### src/rtl/handshake_receiver_pkg.sv
// Shared types and parameter checks for the four-phase handshake receiver.
package hs_pkg;

  typedef enum logic [1:0] {
    IDLE  = 2'd0,
    STALL = 2'd1,
    ACK   = 2'd2
  } hs_state_t;

  localparam int HS_MIN_SYNC = 2;

  // Legal when the synchronizer is deep enough and the FIFO depth is a power of two >= 2.
  function automatic bit hs_params_ok(input int sync_stages, input int depth);
    return (sync_stages >= HS_MIN_SYNC) && (depth >= 2) && ((depth & (depth - 1)) == 0);
  endfunction

endpackage

### src/rtl/handshake_receiver_if.sv
// Handshake source side plus downstream valid/ready stream of the receiver.
interface handshake_receiver_if #(
  parameter int DATA_W = 8,
  parameter int DEPTH  = 4
);

  logic                     req_ready;
  logic [DATA_W-1:0]        req_data;
  logic                     req_ack;
  logic                     out_valid;
  logic [DATA_W-1:0]        out_data;
  logic                     out_ready;
  logic [$clog2(DEPTH):0]   fifo_count;

  modport slave (
    input  req_ready, req_data, out_ready,
    output req_ack, out_valid, out_data, fifo_count
  );

  modport master (
    output req_ready, req_data, out_ready,
    input  req_ack, out_valid, out_data, fifo_count
  );

endinterface

### src/rtl/handshake_receiver_fifo.sv
// Synchronous show-ahead FIFO; head word is visible on pop_data while not empty.
module hs_fifo #(
  parameter int DATA_W = 8,
  parameter int DEPTH  = 4
) (
  input  logic                     clk,
  input  logic                     rst_n,
  input  logic                     push,
  input  logic [DATA_W-1:0]        push_data,
  input  logic                     pop,
  output logic [DATA_W-1:0]        pop_data,
  output logic                     full,
  output logic                     empty,
  output logic [$clog2(DEPTH):0]   count
);

  localparam int AW = $clog2(DEPTH);
  localparam logic [AW:0] FULL_CNT = (AW + 1)'(DEPTH);

  logic [DATA_W-1:0] mem [DEPTH];
  logic [AW-1:0]     wr_ptr_reg;
  logic [AW-1:0]     rd_ptr_reg;
  logic [AW:0]       count_reg;
  logic              do_push;
  logic              do_pop;

  assign full    = (count_reg == FULL_CNT);
  assign empty   = (count_reg == '0);
  assign do_push = push && !full;
  assign do_pop  = pop && !empty;
  assign count   = count_reg;
  // Empty FIFO presents zero rather than stale storage.
  assign pop_data = empty ? '0 : mem[rd_ptr_reg];

  always_ff @(posedge clk) begin
    if (do_push) begin
      mem[wr_ptr_reg] <= push_data;
    end
  end

  always_ff @(posedge clk or negedge rst_n) begin
    if (!rst_n) begin
      wr_ptr_reg <= '0;
      rd_ptr_reg <= '0;
      count_reg  <= '0;
    end else begin
      if (do_push) begin
        wr_ptr_reg <= wr_ptr_reg + 1'b1;
      end
      if (do_pop) begin
        rd_ptr_reg <= rd_ptr_reg + 1'b1;
      end
      if (do_push && !do_pop) begin
        count_reg <= count_reg + 1'b1;
      end else if (do_pop && !do_push) begin
        count_reg <= count_reg - 1'b1;
      end
    end
  end

endmodule

### src/rtl/handshake_receiver.sv
// Destination end of the four-phase req_ready/req_ack handshake, buffering
// captured words into a show-ahead FIFO presented on a valid/ready stream.
module handshake_receiver
  import hs_pkg::*;
#(
  parameter int DATA_W      = 8,
  parameter int SYNC_STAGES = 2,
  parameter int DEPTH       = 4
) (
  input  logic                 clk,
  input  logic                 rst_n,
  handshake_receiver_if.slave  bus
);

  localparam logic [1:0] S_IDLE  = IDLE;
  localparam logic [1:0] S_STALL = STALL;
  localparam logic [1:0] S_ACK   = ACK;

  if (!hs_params_ok(SYNC_STAGES, DEPTH)) begin : g_bad_params
    $error("handshake_receiver: SYNC_STAGES must be >= 2 and DEPTH a power of two >= 2");
  end

  logic [SYNC_STAGES-1:0]  sync_reg;
  logic                    ready_s;
  logic [1:0]              state_reg;
  logic [1:0]              state_next;
  logic                    ack_reg;
  logic                    ack_next;
  logic                    push_en;
  logic                    fifo_full;
  logic                    fifo_empty;
  logic [DATA_W-1:0]       fifo_data;
  logic [$clog2(DEPTH):0]  fifo_count;

  assign ready_s = sync_reg[SYNC_STAGES-1];

  always_ff @(posedge clk or negedge rst_n) begin
    if (!rst_n) begin
      sync_reg <= '0;
    end else begin
      sync_reg <= {sync_reg[SYNC_STAGES-2:0], bus.req_ready};
    end
  end

  // Full is the pre-edge occupancy, so a same-cycle pop never admits a push.
  always_comb begin
    state_next = state_reg;
    ack_next   = ack_reg;
    push_en    = 1'b0;
    case (state_reg)
      S_IDLE: begin
        if (ready_s) begin
          if (!fifo_full) begin
            push_en    = 1'b1;
            ack_next   = 1'b1;
            state_next = S_ACK;
          end else begin
            state_next = S_STALL;
          end
        end
      end
      S_STALL: begin
        if (!fifo_full) begin
          push_en    = 1'b1;
          ack_next   = 1'b1;
          state_next = S_ACK;
        end
      end
      S_ACK: begin
        if (!ready_s) begin
          ack_next   = 1'b0;
          state_next = S_IDLE;
        end
      end
      default: begin
        ack_next   = 1'b0;
        state_next = S_IDLE;
      end
    endcase
  end

  always_ff @(posedge clk or negedge rst_n) begin
    if (!rst_n) begin
      state_reg <= S_IDLE;
      ack_reg   <= 1'b0;
    end else begin
      state_reg <= state_next;
      ack_reg   <= ack_next;
    end
  end

  hs_fifo #(
    .DATA_W (DATA_W),
    .DEPTH  (DEPTH)
  ) u_fifo (
    .clk       (clk),
    .rst_n     (rst_n),
    .push      (push_en),
    .push_data (bus.req_data),
    .pop       (bus.out_ready),
    .pop_data  (fifo_data),
    .full      (fifo_full),
    .empty     (fifo_empty),
    .count     (fifo_count)
  );

  assign bus.req_ack    = ack_reg;
  assign bus.out_valid  = !fifo_empty;
  assign bus.out_data   = fifo_data;
  assign bus.fifo_count = fifo_count;

endmodule

### src/flat_wrapper.sv
// flat-port wrapper written by rule: the top's interface ports become plain ports
module handshake_receiver_flat import hs_pkg::*;
#(
  parameter int DATA_W      = 8,
  parameter int SYNC_STAGES = 2,
  parameter int DEPTH       = 4
)
  (clk, rst_n, bus_req_ready, bus_req_data, bus_out_ready, bus_req_ack, bus_out_valid, bus_out_data, bus_fifo_count);
  handshake_receiver_if #(.DATA_W(DATA_W), .DEPTH(DEPTH)) bus_i ();
  input  logic clk;
  input  logic rst_n;
  input wire logic [$bits(bus_i.req_ready)-1:0] bus_req_ready;
  input wire logic [$bits(bus_i.req_data)-1:0] bus_req_data;
  input wire logic [$bits(bus_i.out_ready)-1:0] bus_out_ready;
  output wire logic [$bits(bus_i.req_ack)-1:0] bus_req_ack;
  output wire logic [$bits(bus_i.out_valid)-1:0] bus_out_valid;
  output wire logic [$bits(bus_i.out_data)-1:0] bus_out_data;
  output wire logic [$bits(bus_i.fifo_count)-1:0] bus_fifo_count;
  assign bus_i.req_ready = bus_req_ready;
  assign bus_i.req_data = bus_req_data;
  assign bus_i.out_ready = bus_out_ready;
  assign bus_req_ack = bus_i.req_ack;
  assign bus_out_valid = bus_i.out_valid;
  assign bus_out_data = bus_i.out_data;
  assign bus_fifo_count = bus_i.fifo_count;
  handshake_receiver #(.DATA_W(DATA_W), .SYNC_STAGES(SYNC_STAGES), .DEPTH(DEPTH)) u_core (.clk(clk), .rst_n(rst_n), .bus(bus_i));
endmodule
### config.mk
export PLATFORM = sky130hd
export DESIGN_NAME = handshake_receiver_flat
export DESIGN_NICKNAME = d
export VERILOG_FILES = /design/src/rtl/handshake_receiver_pkg.sv /design/src/rtl/handshake_receiver_if.sv /design/src/rtl/handshake_receiver_fifo.sv /design/src/rtl/handshake_receiver.sv /design/src/flat_wrapper.sv
export SDC_FILE = /design/constraint.sdc
export NUM_CORES = 1
export LEC_CHECK = 0
export CORE_ASPECT_RATIO = 0.75
export CORE_MARGIN = 10
export CORE_UTILIZATION = 40
export CTS_BUF_LIST = sky130_fd_sc_hd__clkbuf_8
export CTS_CLUSTER_SIZE = 30
export DETAILED_ROUTE_END_ITERATION = 12
export DONT_BUFFER_PORTS = 1
export SKIP_CTS_REPAIR_TIMING = 1
export SYNTH_ARGS = -nofsm -noshare
export SYNTH_HDL_FRONTEND = slang
export SYNTH_HIERARCHICAL = 1
export SYNTH_SLANG_ARGS = --single-unit
### constraint.sdc
create_clock -name clk -period 2 [get_ports clk]
set_clock_uncertainty 0.1 [all_clocks]
set_input_delay 0.4 -clock clk [delete_from_list [all_inputs] [get_ports clk]]
set_output_delay 0.4 -clock clk [all_outputs]
set_load 0.05 [all_outputs]
==> results.md <==
- Final Slew Violations: 0
- # IOs: 25
- Initial antenna violation count: 0
- WL met1: 1.34 mm
- Critical path required time: 1500 ps
- Vias per cell: 4.89
- Failing checks: negative setup slack
- Worst skew pair latency: 290 ps
- Layout fillers: 363
- Setup violators final: 10
- Period minus WS final: 2130 ps
- Core region area: 0.00444 mm²
- FMAX: 469 MHz
- DRT iter0 DRCs: 27
- Status: finished, violations left
- Setup crit start: u_core/u_fifo/count[2]
- Core Rows: 21
- Layout cells sized above 1: 0.488
- H-tree depth: 2
- DIE AREA: 0.00771 mm²
- CTS Buf Count: 5
- Yosys cell types: 26
- Remaining DRCs: 0
- Maximum number of pins on one net before global-route repair: 15
- Final worst setup slack: -131 ps
- Routed Antenna Nets: 0
- Vias in the first global route: 951
- Crit-path max FO: 6
- Final net count: 146
- LEAKAGE: 0.000866 µW
- Hold Fails Final Rpt: 0
- Dpl hpwl: 2.25 mm
- Die X: 98.1 µm
- Global-route wire length before repair: 5.06 mm
- Mapped cell area: 0.00183 mm²
- Routed via count: 910
- Worst-Margin Slew: 540 ps
- Met3 WL: 223 µm
- CTS tree: built
- DP Worst Slack: -160 ps
- Area share of the leading cell type in the synthesized netlist: 0.525
- Syn-to-layout area delta: 26.8%
- Max IR drop VDD: 0.691 mV
- CP max stage cell: dfrtp_2
- Initial Util: 0.412
- Reg2reg end: u_core/u_fifo/count[2]
- Post-place instance area: 0.00208 mm²
- Syn_nets: 120
- Overall power: 3950 µW
- Critical path endpoint: bus_out_data[4]
- Worst setup path class: flip-flop to output port
- Max incr delay on CP: 400 ps
- Highest routed layer: met4
- Die Ht: 78.6 µm
- Maximum capacitance violations: 0
- Post-Syn Instances: 102
- Yosys warns: 6
- Crit start category: flip-flop
- PortBufs: 0
- Clock sinks: 44
- Finished Cell Area: 0.00232 mm²
- Metal2 WL: 1.66 mm
- CTS max path bufs: 2
- RSZ-0062 raised after global routing: yes
- P per Cell Area: 1700 mW/mm²
- Setup Total Neg Slack: -905 ps
- Max FFs per register: 32
- Gr usage total: 0.0855
- Period utilization: 1.07
- Clk slew on worst S/H paths: 80 ps
- WL per Instance: 17.6 µm
- Worst flop-to-flop path startpoint: u_core/u_fifo/count[2]
- N_diodes: 0
- Total congestion overflow: 0
- Hold crit path type: input pin to flip-flop
- Drt pass-1 iters: 4
- Post-synthesis sequential area ratio: 0.689
- Synthesized area per cell: 17.9 µm²
- Arrival time at the worst endpoint: 1630 ps
- Ranking of synthesized cells by area: edfxtp_1 (53%), dfrtp_1 (16%), mux4_2 (9.8%)
- Commonest cells after routing, fill and taps aside: edfxtp_1 (32), buf_4 (14), dfrtp_1 (9), and2_4 (9), mux4_2 (8)
- Commonest non-fill, non-tap cell in the layout: edfxtp_1
- Crit path cell chain: buf_4 > or3_4 > buf_8 > buf_12 > and2_4
- GP Congestion: 0.677
- CP endpoint kind: output port
- Flops & latches, synth: 44
- Clock root cell: clkbuf_8
- Area leader, netlist: edfxtp_1
- Rel. slew slack: 0.640
- R2R setup slack: -80 ps
- Final WL: 3.27 mm
- Worst-case reg-to-reg path depth: 9
[Yosys cell counts (all sizes together)]
master	count
or3	1
fa	1
o211ai	1
clkbuf	1
xor2	2
mux2	2
nand3b	1
nor2	3
mux4	8
xnor2	4
nand2	1
ha	5
nor2b	2
a211oi	1
buf	3
and2	12
dfrtp	12
nand2b	1
nor3b	2
inv	5
nand3	1
o21bai	1
edfxtp	32
[power breakdown]
part / switching [µW] / internal, µW
registers: 189 / 1180
logic: 1060 / 868
clock network: 288 / 370
total: 1540 / 2420
[critical path: cells and delay by family (launching register included)]
family	cells	cell delay, ps
buffers and inverters	3	410
flip-flops	1	400
AND/OR/NAND/NOR	2	540
[kinds of logic (layout without fill, tap and decap cells)]
family          Yosys count  count (layout)  share of synthesized area
flops                    44              44                      0.689
mux                      10              10                      0.113
simple gates             24              24                     0.0834
compound gates            3               3                     0.0123
xor+xnor                  6               6                     0.0287
fa+ha+maj                 6               6                     0.0451
buf+inv                   9              36                     0.0280
[metal layers]
layer,track usage,up-vias
met5,0,-
met1,0.0976,468
met4,0.0348,0
met3,0.0464,2
li1,-,424
met2,0.132,16
[per-stage QoR]
stage,std cells,hold WS [ps],utilization
finish,186,35.2,0.522
global route,186,10.1,0.522
CTS,179,-311,0.493
detailed placement,171,4.71,0.467
global placement,171,4.78,0.467
floorplan,102,4.41,-
[worst min path at each step]
stage | from | to | slack [ps] | cells past startpoint
floorplan | rst_n | u_core/bus.req_ack | 4 | 0
global placement | rst_n | u_core/sync_reg[1] | 5 | 0
detailed placement | rst_n | u_core/bus.req_ack | 5 | 0
CTS | rst_n | u_core/sync_reg[1] | -310 | 0
global route | bus_req_ready | u_core/sync_reg[0] | 10 | 0
finish | bus_req_ready | u_core/sync_reg[0] | 40 | 0
[final cells by class]
cell class / instances / area (µm²) / area share
inverters: 5 / 21.3 / 0.00917
repair buffers: 23 / 262 / 0.113
flip-flops and latches: 44 / 1260 / 0.545
multi-input cells: 49 / 589 / 0.254
clock buffers: 5 / 68.8 / 0.0297
clock inverters: 3 / 42.5 / 0.0183
well taps: 57 / 71.3 / 0.0307
Note: power is estimated with default switching activity, not from simulation.
